### src/rtl/cpu_ppn_ctl_pkg.sv
// rtl/cpu_ppn_ctl_pkg.sv - shared types and constants for the PPN bus source controller
package cpu_ppn_ctl_pkg;

    localparam int PPN_W    = 14;
    localparam int CNT_W    = 4;
    localparam int TURN_MIN = 1;
    localparam int TURN_MAX = 3;
    localparam int TO_MIN   = 1;
    localparam int TO_MAX   = 15;

    typedef enum logic [2:0] {
        IDLE,
        TURN,
        BYP,
        LOOKUP,
        DONE,
        FLT
    } state_e;

    typedef enum logic [1:0] {
        NONE,
        LAPA,
        PT
    } owner_e;

    function automatic int clamp(input int v, input int lo, input int hi);
        if (v < lo) begin
            return lo;
        end
        if (v > hi) begin
            return hi;
        end
        return v;
    endfunction

endpackage

### src/rtl/cpu_ppn_source_ctl_if.sv
// rtl/cpu_ppn_source_ctl_if.sv - CPU/page-table side signal bundle of the PPN bus source controller
interface cpu_ppn_source_ctl_if;
    import cpu_ppn_ctl_pkg::*;

    logic             REQ_LA;
    logic             PAGING_EN;
    logic             PT_HIT;
    logic             PT_FAULT;
    logic [PPN_W-1:0] PPN_23_10;
    logic             LAPA_n;
    logic             PT_OE_n;
    logic             PPN_VALID;
    logic             ACK;
    logic             FAULT;
    logic [PPN_W-1:0] PPN_LATCH;

    modport master (
        output REQ_LA, PAGING_EN, PT_HIT, PT_FAULT, PPN_23_10,
        input  LAPA_n, PT_OE_n, PPN_VALID, ACK, FAULT, PPN_LATCH
    );

    modport slave (
        input  REQ_LA, PAGING_EN, PT_HIT, PT_FAULT, PPN_23_10,
        output LAPA_n, PT_OE_n, PPN_VALID, ACK, FAULT, PPN_LATCH
    );

endinterface

### src/rtl/cpu_ppn_turn_cnt.sv
// rtl/cpu_ppn_turn_cnt.sv - loadable down-counter with zero flag, saturating at zero
module cpu_ppn_turn_cnt
    import cpu_ppn_ctl_pkg::*;
(
    input  logic             clk_i,
    input  logic             rst_i,
    input  logic             load_i,
    input  logic [CNT_W-1:0] load_val_i,
    input  logic             dec_i,
    output logic             zero_o
);

    logic [CNT_W-1:0] cnt_q;

    always_ff @(posedge clk_i) begin
        if (rst_i) begin
            cnt_q <= '0;
        end else if (load_i) begin
            cnt_q <= load_val_i;
        end else if (dec_i && (cnt_q != '0)) begin
            cnt_q <= cnt_q - 1'b1;
        end
    end

    assign zero_o = (cnt_q == '0);

endmodule

### src/rtl/cpu_ppn_source_ctl.sv
// rtl/cpu_ppn_source_ctl.sv - PPN_23_10 bus owner sequencer (pass-through vs page table)
// Optional PPN capture register enabled by PPN_CAPTURE_EN.
module cpu_ppn_source_ctl
    import cpu_ppn_ctl_pkg::*;
#(
    parameter int TURN_CYCLES = 1,
    parameter int PT_TIMEOUT  = 15
) (
    input  logic                 sysclk,
    input  logic                 sys_rst,
    cpu_ppn_source_ctl_if.slave  bus
);

    // Counter is loaded with N-1 so that the zero flag marks the Nth cycle in the state.
    localparam int               TURN_EFF = clamp(TURN_CYCLES, TURN_MIN, TURN_MAX);
    localparam int               TO_EFF   = clamp(PT_TIMEOUT, TO_MIN, TO_MAX);
    localparam logic [CNT_W-1:0] TURN_LD  = CNT_W'(TURN_EFF - 1);
    localparam logic [CNT_W-1:0] TO_LD    = CNT_W'(TO_EFF - 1);

    state_e           state_q, state_d;
    owner_e           owner_q, owner_d;
    owner_e           target_q, target_d;
    owner_e           req_tgt;
    logic             cnt_load, cnt_dec, cnt_zero;
    logic [CNT_W-1:0] cnt_val;
    logic             park;
    logic             lapa_n_q, lapa_n_d;
    logic             pt_oe_n_q, pt_oe_n_d;
    logic             valid_q, valid_d;
    logic             ack_q, ack_d;
    logic             fault_q, fault_d;

    cpu_ppn_turn_cnt u_cnt (
        .clk_i      (sysclk),
        .rst_i      (sys_rst),
        .load_i     (cnt_load),
        .load_val_i (cnt_val),
        .dec_i      (cnt_dec),
        .zero_o     (cnt_zero)
    );

    always_comb begin
        state_d  = state_q;
        owner_d  = owner_q;
        target_d = target_q;
        cnt_load = 1'b0;
        cnt_val  = '0;
        cnt_dec  = 1'b0;
        req_tgt  = bus.PAGING_EN ? PT : LAPA;

        case (state_q)
            IDLE: begin
                if (bus.REQ_LA) begin
                    target_d = req_tgt;
                    if ((owner_q == NONE) || (owner_q == req_tgt)) begin
                        owner_d  = req_tgt;
                        state_d  = (req_tgt == PT) ? LOOKUP : BYP;
                        cnt_load = 1'b1;
                        cnt_val  = TO_LD;
                    end else begin
                        // Release the bus first; nobody owns it while it turns around.
                        owner_d  = NONE;
                        state_d  = TURN;
                        cnt_load = 1'b1;
                        cnt_val  = TURN_LD;
                    end
                end
            end
            TURN: begin
                if (!bus.REQ_LA) begin
                    state_d = IDLE;
                end else if (cnt_zero) begin
                    owner_d  = target_q;
                    state_d  = (target_q == PT) ? LOOKUP : BYP;
                    cnt_load = 1'b1;
                    cnt_val  = TO_LD;
                end else begin
                    cnt_dec = 1'b1;
                end
            end
            BYP: begin
                state_d = bus.REQ_LA ? DONE : IDLE;
            end
            LOOKUP: begin
                if (!bus.REQ_LA) begin
                    state_d = IDLE;
                end else if (bus.PT_FAULT) begin
                    state_d = FLT;
                end else if (bus.PT_HIT) begin
                    state_d = DONE;
                end else if (cnt_zero) begin
                    state_d = FLT;
                end else begin
                    cnt_dec = 1'b1;
                end
            end
            DONE, FLT: begin
                if (!bus.REQ_LA) begin
                    state_d = IDLE;
                end
            end
            default: begin
                state_d = IDLE;
            end
        endcase

        // Outputs are computed from the next state so the registered copies line up with it.
        park      = (state_d == IDLE) || (state_d == DONE) || (state_d == FLT);
        lapa_n_d  = !((state_d == BYP) || (park && (owner_d == LAPA)));
        pt_oe_n_d = !((state_d == LOOKUP) || (park && (owner_d == PT)));
        valid_d   = (state_d == DONE);
        ack_d     = (state_d == DONE) && (state_q != DONE);
        fault_d   = (state_d == FLT) && (state_q != FLT);
    end

    always_ff @(posedge sysclk) begin
        if (sys_rst) begin
            state_q   <= IDLE;
            owner_q   <= NONE;
            target_q  <= NONE;
            lapa_n_q  <= 1'b1;
            pt_oe_n_q <= 1'b1;
            valid_q   <= 1'b0;
            ack_q     <= 1'b0;
            fault_q   <= 1'b0;
        end else begin
            state_q   <= state_d;
            owner_q   <= owner_d;
            target_q  <= target_d;
            lapa_n_q  <= lapa_n_d;
            pt_oe_n_q <= pt_oe_n_d;
            valid_q   <= valid_d;
            ack_q     <= ack_d;
            fault_q   <= fault_d;
        end
    end

    assign bus.LAPA_n    = lapa_n_q;
    assign bus.PT_OE_n   = pt_oe_n_q;
    assign bus.PPN_VALID = valid_q;
    assign bus.ACK       = ack_q;
    assign bus.FAULT     = fault_q;

`ifdef PPN_CAPTURE_EN
    logic [PPN_W-1:0] latch_q;

    always_ff @(posedge sysclk) begin
        if (sys_rst) begin
            latch_q <= '0;
        end else if ((state_d == DONE) && (state_q != DONE)) begin
            latch_q <= bus.PPN_23_10;
        end
    end

    assign bus.PPN_LATCH = latch_q;
`else
    logic unused_ppn;

    assign unused_ppn    = ^bus.PPN_23_10;
    assign bus.PPN_LATCH = '0;
`endif

endmodule

### src/flat_wrapper.sv
// flat-port wrapper written by rule: the top's interface ports become plain ports
module cpu_ppn_source_ctl_flat import cpu_ppn_ctl_pkg::*;
#(
    parameter int TURN_CYCLES = 1,
    parameter int PT_TIMEOUT  = 15
)
  (sysclk, sys_rst, bus_REQ_LA, bus_PAGING_EN, bus_PT_HIT, bus_PT_FAULT, bus_PPN_23_10, bus_LAPA_n, bus_PT_OE_n, bus_PPN_VALID, bus_ACK, bus_FAULT, bus_PPN_LATCH);
  cpu_ppn_source_ctl_if bus_i ();
  input  logic sysclk;
  input  logic sys_rst;
  input wire logic [$bits(bus_i.REQ_LA)-1:0] bus_REQ_LA;
  input wire logic [$bits(bus_i.PAGING_EN)-1:0] bus_PAGING_EN;
  input wire logic [$bits(bus_i.PT_HIT)-1:0] bus_PT_HIT;
  input wire logic [$bits(bus_i.PT_FAULT)-1:0] bus_PT_FAULT;
  input wire logic [$bits(bus_i.PPN_23_10)-1:0] bus_PPN_23_10;
  output wire logic [$bits(bus_i.LAPA_n)-1:0] bus_LAPA_n;
  output wire logic [$bits(bus_i.PT_OE_n)-1:0] bus_PT_OE_n;
  output wire logic [$bits(bus_i.PPN_VALID)-1:0] bus_PPN_VALID;
  output wire logic [$bits(bus_i.ACK)-1:0] bus_ACK;
  output wire logic [$bits(bus_i.FAULT)-1:0] bus_FAULT;
  output wire logic [$bits(bus_i.PPN_LATCH)-1:0] bus_PPN_LATCH;
  assign bus_i.REQ_LA = bus_REQ_LA;
  assign bus_i.PAGING_EN = bus_PAGING_EN;
  assign bus_i.PT_HIT = bus_PT_HIT;
  assign bus_i.PT_FAULT = bus_PT_FAULT;
  assign bus_i.PPN_23_10 = bus_PPN_23_10;
  assign bus_LAPA_n = bus_i.LAPA_n;
  assign bus_PT_OE_n = bus_i.PT_OE_n;
  assign bus_PPN_VALID = bus_i.PPN_VALID;
  assign bus_ACK = bus_i.ACK;
  assign bus_FAULT = bus_i.FAULT;
  assign bus_PPN_LATCH = bus_i.PPN_LATCH;
  cpu_ppn_source_ctl #(.TURN_CYCLES(TURN_CYCLES), .PT_TIMEOUT(PT_TIMEOUT)) u_core (.sysclk(sysclk), .sys_rst(sys_rst), .bus(bus_i));
endmodule
### config.mk
export PLATFORM = sky130hd
export DESIGN_NAME = cpu_ppn_source_ctl_flat
export DESIGN_NICKNAME = d
export VERILOG_FILES = /design/src/rtl/cpu_ppn_ctl_pkg.sv /design/src/rtl/cpu_ppn_source_ctl_if.sv /design/src/rtl/cpu_ppn_turn_cnt.sv /design/src/rtl/cpu_ppn_source_ctl.sv /design/src/flat_wrapper.sv
export SDC_FILE = /design/constraint.sdc
export NUM_CORES = 1
export LEC_CHECK = 0
export CORE_MARGIN = 2
export CORE_UTILIZATION = 37
export CTS_CLUSTER_SIZE = 16
export DETAILED_ROUTE_END_ITERATION = 12
export GPL_TIMING_DRIVEN = 0
export PLACE_DENSITY = 0.79
export SYNTH_ARGS = -nofsm -noshare
export SYNTH_HDL_FRONTEND = slang
export SYNTH_SLANG_ARGS = --single-unit
### constraint.sdc
create_clock -name sysclk -period 2.2 [get_ports sysclk]
set_clock_uncertainty 0.2 [all_clocks]
set_input_delay 0.44 -clock sysclk [delete_from_list [all_inputs] [get_ports sysclk]]
set_output_delay 0.44 -clock sysclk [all_outputs]
set_load 0.02 [all_outputs]
# Yosys cells after proc, flatten, opt, wreduce, memory -nomap -nowiden
# Index checks and enable logic that the tools add are counted.
[word_totals] latchBits=0 reg_bits=16 out_inout_bits=19 romBits=0 mem_count=0 mem_bits_rw=0
[op_classes] magnitude_cmp=0 muxes=36 n_shift=0 n_eq_ne=16 n_bitwise=0 addsub=1 n_reduce_logical=20 div=0 multipliers=0
[ops] op="$mux 3" n=10
[ops] op="$mux 4" n=6
[ops] op="$pmux 3 s5" n=1
[ops] op="$eq 3x2->1 const B" n=4
[ops] op="$eq 3x3->1 const B" n=4
[ops] op="$mux 1" n=10
[ops] op="$mux 2" n=5
[ops] op="$pmux 4 s2" n=1
[ops] op="$eq 2x2->1 const B" n=3
[ops] op="$logic_not 3->1" n=2
[ops] op="$ne 3x3->1 const B" n=2
[ops] op="$logic_and 1x1->1" n=5
[ops] op="$logic_or 1x1->1" n=5
[ops] op="$logic_not 4->1" n=1
[ops] op="$pmux 1 s2" n=2
[ops] op="$pmux 2 s2" n=1
[ops] op="$reduce_bool 4->1" n=1
[ops] op="$sub 4x1->4 const B" n=1
[ops] op="$eq 3x1->1 const B" n=1
[ops] op="$eq 2x1->1 const B" n=1
[ops] op="$eq 2x2->1" n=1
[ops] op="$logic_not 1->1" n=2
[ops] op="$logic_not 2->1" n=1
[ops] op="$reduce_and 2->1" n=1
[ops] op="2 further kinds" n=2

# Depth between registers and ports, before layout
# Gate-level depths: netlist (run 1).
[depth] ltp_word=12 mapped_depth=8 mapped_depth_nobuf=7

# Cells and area by module
# Synthesis (run 1) repeated with hierarchy kept, for this count alone.
[hier_totals] hier_cells=116 hier_area_um2=1032.2
[modules_own_cells] module="cpu_ppn_source_ctl" area_per_inst_um2=769.5 n_inst=1 cells_each=87
[modules_own_cells] module="cpu_ppn_turn_cnt" area_per_inst_um2=262.8 n_inst=1 cells_each=29

# Worst setup path before layout (run 1)
# No wires, ideal clock.
[synth_path] path_type="flip-flop to flip-flop" startpoint="register u_core.u_cnt.cnt_q[0]" endpoint="register u_core.lapa_n_q (netlist: u_core.bus.LAPA_n)" setup_time_ns=0.125 path_stages_with_launch=9 n_path_buf=1 setup_slack_ns=-0.096 t_arrival_ns=1.971 cell_sequence="dfxtp_1 -> inv_1 -> ha_1 -> or3b_1 -> buf_6 -> nand2_4 -> nor2_2 -> or4_4 -> o41a_1"
[synth_via] elab_chain_cells=12 elab_cells_between_ends=21 classes_between="eq/ne (4); mux (10); reduce/logical (7)"
[synth_lines] element="start, declared" line="cpu_ppn_turn_cnt.sv:13" rtl="logic [CNT_W-1:0] cnt_q;"
[synth_lines] element="start signal, assigned" line="cpu_ppn_turn_cnt.sv:19" rtl="cnt_q <= load_val_i;"
[synth_lines] element="start signal, assigned" line="cpu_ppn_turn_cnt.sv:21" rtl="cnt_q <= cnt_q - 1'b1;"
[synth_lines] element="$logic_not 4->1 (*)" line="cpu_ppn_turn_cnt.sv:25" rtl="assign zero_o = (cnt_q == '0);"
[synth_lines] element="$mux 3" line="cpu_ppn_source_ctl.sv:91" rtl="end else if (cnt_zero) begin"
[synth_lines] element="$mux 3" line="cpu_ppn_source_ctl.sv:89" rtl="end else if (bus.PT_HIT) begin"
[synth_lines] element="$mux 3" line="cpu_ppn_source_ctl.sv:87" rtl="end else if (bus.PT_FAULT) begin"
[synth_lines] element="$mux 3" line="cpu_ppn_source_ctl.sv:85" rtl="if (!bus.REQ_LA) begin"
[synth_lines] element="$pmux 3 s5" line="cpu_ppn_source_ctl.sv:51" rtl="case (state_q)"
[synth_lines] element="$eq 3x3->1 or $logic_not 3->1 (tied branches)" line="cpu_ppn_source_ctl.sv:108" rtl="park = (state_d == IDLE) || (state_d == DONE) || (state_d == FLT);"
[synth_lines] element="$logic_or 1x1->1 (2 in series)" line="cpu_ppn_source_ctl.sv:108"
[synth_lines] element="$logic_and 1x1->1" line="cpu_ppn_source_ctl.sv:109" rtl="lapa_n_d = !((state_d == BYP) || (park && (owner_d == LAPA)));"
[synth_lines] element="$logic_or 1x1->1 (*)" line="cpu_ppn_source_ctl.sv:109"
[synth_lines] element="$logic_not 1->1 (*)" line="cpu_ppn_source_ctl.sv:109"
[synth_lines] element="end signal, assigned" line="cpu_ppn_source_ctl.sv:130" rtl="lapa_n_q <= lapa_n_d;"
[synth_lines] element="end, declared" line="cpu_ppn_source_ctl.sv:27" rtl="logic lapa_n_q, lapa_n_d;"
# Mark *: on every way between the ends. The rest lies on a longest branch, timed or not.
# A chain may end at the register's enable or synchronous reset.

# Worst setup path after layout (run 1)
# Same ends and word-level chain as after synthesis.

==> flow_metrics.env, run 1 <==
export IMPL_number_of_top_level_pins=39
export IMPL_start_util_pct=38.2
export IMPL_synthDistinctLibCells=38
export IMPL_critPathLaunchType="flop"
export IMPL_cts_hold_buf=0
export IMPL_slew_violations=0
export IMPL_outcome="finished, final reports clean"
export IMPL_count_of_maximum_capacitance_violations=0
export IMPL_remaining_antenna_violation_count=0
export IMPL_p_leak_nw=0.531
export IMPL_synth_enable_flop_cells=0
export IMPL_cp_end_kind="flop"
export IMPL_synthToLayoutAreaGrowth_pct=33.1
export IMPL_worstPathRequired_ps=2180
export IMPL_critPathSlowestCell="sky130_fd_sc_hd__or4_4"
export IMPL_synthFlopType="sky130_fd_sc_hd__dfxtp_1"
export IMPL_finalPower_w=0.000791
export IMPL_r2r_end="u_core.bus.LAPA_n$_SDFF_PP1_"
export IMPL_preCtsSetupSlack_ps=-493
export IMPL_clk_path_buf_depth=2
export IMPL_hold_viol_final=0
export IMPL_drc_errors=0
export IMPL_min_path_cells=2
export IMPL_antenna_diode_count=0
export IMPL_post_synth_cell_area_avg_um2=8.00
export IMPL_detailroute_via_count=912
export IMPL_global_route_overflow_total=0
export IMPL_share_of_async_settable_or_async_resettable_flops_after_synthesis_pct=0
export IMPL_total_cts_buffers=3
export IMPL_synth_area_top_cells="sky130_fd_sc_hd__dfxtp_1 (35%), sky130_fd_sc_hd__buf_4 (11%), sky130_fd_sc_hd__nor2_1 (5.3%)"
export IMPL_path_cells="inv_2 > ha_4 > or3b_4 > nand2_4 > nor2_2 > or4_4 > o41a_1"
export IMPL_path_class="flop to flop"
export IMPL_yosys_top_cells_count="sky130_fd_sc_hd__dfxtp_1 (16), sky130_fd_sc_hd__buf_4 (14), sky130_fd_sc_hd__nor2_1 (13)"
export IMPL_global_route_total_usage_across_every_layer_pct=15.9
export IMPL_finish_utilization_pct=50.8
export IMPL_synth_seq_cells=16
export IMPL_ff2ff_setup_slack_ps=2
export IMPL_grt_max_degree=11
export IMPL_floorplan_die_width_um=53.9
export IMPL_placement_rows=18
export IMPL_final_layout_size_suffix_gt1_share_pct=28.3
export IMPL_clock_latency_reported_for_the_late_side_of_the_worst_skew_pair_ps=290
export IMPL_final_critical_path_setup_slack_ps=1.73
export IMPL_fp_coreArea_um2=2410
export IMPL_gp_congestion=0.910
export IMPL_synth_top_area_cell="sky130_fd_sc_hd__dfxtp_1"
export IMPL_final_area_um2=1220
export IMPL_dieArea_um2=2900
export IMPL_fp_dieH_um=53.9
export IMPL_drt_first_pass_iters=4
export IMPL_final_setup_viol_count=0
export IMPL_grt_pass1_vias=790
export IMPL_worst_hold_path_endpoint="u_core.u_cnt.cnt_q[1]$_SDFFE_PP0P_"
export IMPL_detail_route_wirelength_um=2300
export IMPL_min_delay_path_class="flop to flop"
export IMPL_post_synth_top_count_cell="sky130_fd_sc_hd__dfxtp_1"
export IMPL_ir_drop_mv=0.353
export IMPL_number_of_antenna_violations_at_the_first_check_in_global_routing=0
export IMPL_grt_setup_unrepaired="true"
export IMPL_ctsRootBufferMaster="sky130_fd_sc_hd__clkbuf_4"
export IMPL_synthesis_yosys_warnings=0
export IMPL_clkSinkCount=16
export IMPL_detailed_place_hpwl_um=1490
export IMPL_max_freq_mhz=455
export IMPL_synth_sequential_area_ratio_pct=34.8
export IMPL_power_per_cell_area_nw_per_um2=646
export IMPL_final_period_utilization_pct=99.9
export IMPL_viasPerCell=5.21
export IMPL_cts_htree_levels=1
export IMPL_critical_path_max_stage_delay_ps=520
export IMPL_finalCriticalPeriod_ps=2200
export IMPL_clkSlewWorstSetupHoldPaths_ps=100
export IMPL_reg2regPathDepth=7
export IMPL_first_pass_grt_wire_length_um=3350
export IMPL_initialDrtViolationCount=38
export IMPL_worst_r2r_startpoint="u_core.u_cnt.cnt_q[0]$_SDFFE_PP0P_"
export IMPL_crit_path_max_fanout=3
export IMPL_port_buffers=10
export IMPL_worstHoldStart="u_core.u_cnt.cnt_q[1]$_SDFFE_PP0P_"
export IMPL_syn_inst=115
export IMPL_final_routed_wire_length_divided_by_cell_count_um=13.2
export IMPL_tritoncts="built"
export IMPL_post_synth_instance_area_um2=920
export IMPL_placedInstanceArea_um2=1110
export IMPL_final_nets=167
export IMPL_synth_top_cell_area_share_pct=34.8
export IMPL_critical_path_arrival_ps=2180
## layout make-up
cell class / count / area [um2]
Fill cell: 223 / 1190
Clock buffer: 4 / 36.3
Tap cell: 30 / 37.5
Timing Repair Buffer: 14 / 133
Sequential cell: 16 / 323
Buffer: 17 / 119
Multi-Input combinational cell: 88 / 553
Inverter: 6 / 22.5
## logic make-up after synthesis
logic type	share of synthesized area, %
other cells	0.408
compound gates	18.1
simple gates	27.6
mux	1.09
buf+inv	16.6
fa+ha+maj	1.36
flops	34.8
## worst max-delay path, delay by kind of cell (launching register included)
family / cells / cell delay [ps]
buf+inv: 1 / 60
flops: 1 / 340
fa+ha+maj: 1 / 130
simple gates: 4 / 1030
compound gates: 1 / 320
## how the worst max path moves through the flow
stage | from | endpoint | slack, ps | depth (start not counted)
final | u_core.u_cnt.cnt_q[0]$_SDFFE_PP0P_ | u_core.bus.LAPA_n$_SDFF_PP1_ | 2 | 7
after global routing | u_core.u_cnt.cnt_q[0]$_SDFFE_PP0P_ | u_core.bus.LAPA_n$_SDFF_PP1_ | -50 | 7
after CTS | u_core.u_cnt.cnt_q[1]$_SDFFE_PP0P_ | u_core.bus.LAPA_n$_SDFF_PP1_ | -40 | 8
after detailed placement | bus_REQ_LA | u_core.u_cnt.cnt_q[1]$_SDFFE_PP0P_ | -490 | 6
after global placement | bus_REQ_LA | u_core.u_cnt.cnt_q[1]$_SDFFE_PP0P_ | -500 | 6
after floorplan | u_core.u_cnt.cnt_q[0]$_SDFFE_PP0P_ | u_core.bus.LAPA_n$_SDFF_PP1_ | -100 | 8
## power by group
group	leakage, nW	internal (W)	switching (W)	total [W]
logic	0.378	0.000114	0.000147	0.000261
registers	0.132	0.000313	0.0000175	0.000331
clock network	0.0210	0.000101	0.0000982	0.000199
total	0.531	0.000528	0.000263	0.000791
## timing repair
item	4_1_cts	5_1_grt
pin swaps	3	4
setup endpoints to repair	8	7
buffers inserted	2	2
cloned	0	0
gates resized for setup	11	6
hold endpoints to repair	0	0
## state kept, by name (all words and copies together), names as in the netlist
| name | count |
|---|---|
| u_core.u_cnt.cnt_q | 4 |
| u_core.state_q | 3 |
| u_core.owner_q | 2 |
| u_core.target_q | 2 |
| u_core.bus.ACK | 1 |
| u_core.bus.FAULT | 1 |
| u_core.bus.LAPA_n | 1 |
| u_core.bus.PPN_VALID | 1 |
| u_core.bus.PT_OE_n | 1 |
## routing by layer
metal  GRT usage (%)  routed length [um]
met3            3.89                 233
met4            10.7                  59
met1            17.8                 819
met2            26.6                1190
met5               0                   0
## cells in the final DEF (no fill, tap or decap), drive strengths merged, types with 4 or more instances in the layout
master and n:
buf 20, nand3 5, conb 14, o21ai 8, nor2b 5, nor3 4
nor2 14, clkdlybuf4s50 9, dfxtp 16, inv 6, a21oi 8, clkbuf 5
## through the flow
stage | cells | hold WS (ps) | setup TNS [ps]
final | 175 | 302 | 0
after detailed placement | 168 | 277 | -4170
after global routing | 175 | 325 | -48.6
after CTS | 174 | 310 | -44.5
after global placement | 168 | 266 | -4020
after floorplan | 128 | 254 | -96.4
Note: power is estimated with default switching activity, not from simulation.
==> run 2: changes to the inputs <==
Settings changed: SLEW_MARGIN set to 30.
==> results of run 2 <==
The final DEF is identical to that of run 1; final timing and power are the same.
==> RTL edit, RTL diff (settings of run 1) <==
`PPN_W`: 14 -> 28.
--- a/src/rtl/cpu_ppn_ctl_pkg.sv
+++ b/src/rtl/cpu_ppn_ctl_pkg.sv
@@ -1,7 +1,7 @@
 // rtl/cpu_ppn_ctl_pkg.sv - shared types and constants for the PPN bus source controller
 package cpu_ppn_ctl_pkg;
 
-    localparam int PPN_W    = 14;
+    localparam int PPN_W    = 28;
     localparam int CNT_W    = 4;
     localparam int TURN_MIN = 1;
     localparam int TURN_MAX = 3;
Interface: changed (resized bus_PPN_23_10 and bus_PPN_LATCH); port bits go from 39 to 67. The function was not compared with the original's and may differ.
==> RTL edit against run 1 <==
Die area is 11% higher. Sequential cell count is the same. Wire length shrank 0.87%. Critical endpoint unchanged. Synthesized area up 11%. Total power increased by 6.7%. Highest routed layer unchanged. Cell area increased by 15%. Worst setup slack improved by 14 ps.
==> RTL edit: results (changes against run 1) <==
Max IR drop VDD 442 uV (+26%); Worst-Skew Late Latency 300 ps; Synth area leaders dfxtp_1 (31%), buf_4 (21%), nor2_1 (4.8%); sequential share of the synthesized area 0.313 (-0.0357); cts bufs inserted 3 (unchanged); top flop regs u_core.u_cnt.cnt_q: 4 flops, u_core.state_q: 3 flops; Detailed Route Iter0 Violations 41 (+7.9%); area of the multi-input gates 601 um2 (+8.6%); most frequent cells after synthesis buf_4 (28), dfxtp_1 (16), nor2_1 (13); n_diodes 0 (unchanged); worst hold path cell count 2 (unchanged); vias 954 (+4.6%); ratio of cells with drive above 1 in the final layout 0.330 (+0.0468); Synth Flop Type dfxtp_1; mux share of post-synthesis cell area 0.00977 (-0.00112); largest net degree at the start of global routing 11 (unchanged); NumNets Final 212 (+27%); drt pass-1 iters 4 (unchanged); outcome complete, no violations; register clock-pin slew on the reported worst setup and hold paths 100 ps (about the same); CP max FO 2 (-1); Netlist cell types 38 (unchanged); total track usage 0.132 (-0.0270); clock tree buffer depth 2 (unchanged); first-pass GRT wire length 3.31 mm (-1.4%); crit path DAT 2180 ps (about the same); FFs w/ async S/R, synth 0 (unchanged); Post-Synth XOR/XNOR Area 0 (unchanged); worst hold path class reg2reg; CTS H-tree depth 1 (unchanged); IO buf count 10 (unchanged); Post-Place Setup Slack -555 ps (-61.7 ps); Root Driver clkbuf_4; hpwl dp 1.47 mm (-1.3%); Placer Congestion 0.847 (-7.0%); antenna violations before repair 0 (unchanged); Pleak 0.667 nW (+26%); vias in the first global route 821 (+3.9%); YS warnings 0 (unchanged); Detailed Route WL 2.28 mm (-0.87%); setup TNS 0 ps (unchanged); Sw Pwr 0.000288 W (+9.7%); R2R cell count 7 (unchanged); fillers 261 (+17%); adder-cell share of the synthesized area 0.0122 (-0.00140); compound-cell area share of the yosys netlist 0.162 (-0.0186)
[RTL edit: cell types whose count changed in the layout (fill, tap and decap cells not counted), sizes merged]
cell / run 1 / this run
buf: 20 / 37
conb: 14 / 28
[RTL edit: metal layers]
layer,vias up,wire length [um],global-route usage
met5,-,0,0
met4,0,43,0.0544
met3,7,213,0.0530
met2,42,1100,0.219
met1,422,923,0.150
li1,483,-,-
[RTL edit: final timing paths]
path	start	to	slack [ps]
worst max-delay path	u_core.u_cnt.cnt_q[1]	u_core.bus.LAPA_n	20
worst max register to register	u_core.u_cnt.cnt_q[1]	u_core.bus.LAPA_n	20
worst min-delay path	u_core.u_cnt.cnt_q[3]	u_core.u_cnt.cnt_q[3]	330
worst min register to register	u_core.u_cnt.cnt_q[3]	u_core.u_cnt.cnt_q[3]	330
[RTL edit: critical path: stages, from the launching register on]
cell and delay, ps:
dfxtp_2 340, inv_2 70, ha_4 130, or3b_4 400, nand2_4 90, nor2_2 30, or4_4 490, o41a_1 310
[RTL edit: what timing repair did]
item / 4_1_cts / 5_1_grt
resized for setup: 10 / 7
cloned: 0 / 0
pin swaps: 5 / 4
buffers inserted: 4 / 3
setup endpoints to repair: 7 / 7
endpoints found under the hold margin: 0 / 0
[RTL edit: cells by family after synthesis]
kind of cell             after synthesis
multiplexers                           1
adder cells (fa/ha/maj)                1
AO/OA/AOI/OAI                         27
AND/OR/NAND/NOR                       45
flip-flops                            16
other                                  1
buffers and inverters                 38
[RTL edit: through the flow]
stage | cell area [um2] | total power, W | instances
after floorplan | 1130 | 0.000544 | 156
after detailed placement | 1260 | 0.000595 | 197
after global routing | 1400 | 0.000881 | 207
after CTS | 1370 | 0.000826 | 205
final | 1400 | 0.000844 | 207
after global placement | 1260 | 0.000592 | 197
[RTL edit: cell type report]
class                   count  share of cell area
clock buffers               4              0.0258
repair buffers             17               0.113
well taps                  31              0.0276
plain buffers              31               0.160
multi-input cells         102               0.428
inverters                   6              0.0160
flip-flops and latches     16               0.230
[RTL edit: power groups by stage]
stage / registers [W] / logic (W) / clock network (W)
2_1_floorplan: 0.000338 / 0.000206 / 0
3_3_place_gp: 0.000334 / 0.000258 / 0
3_5_place_dp: 0.000335 / 0.000260 / 0
4_1_cts: 0.000329 / 0.000290 / 0.000207
5_1_grt: 0.000333 / 0.000334 / 0.000214
6_report: 0.000330 / 0.000311 / 0.000203
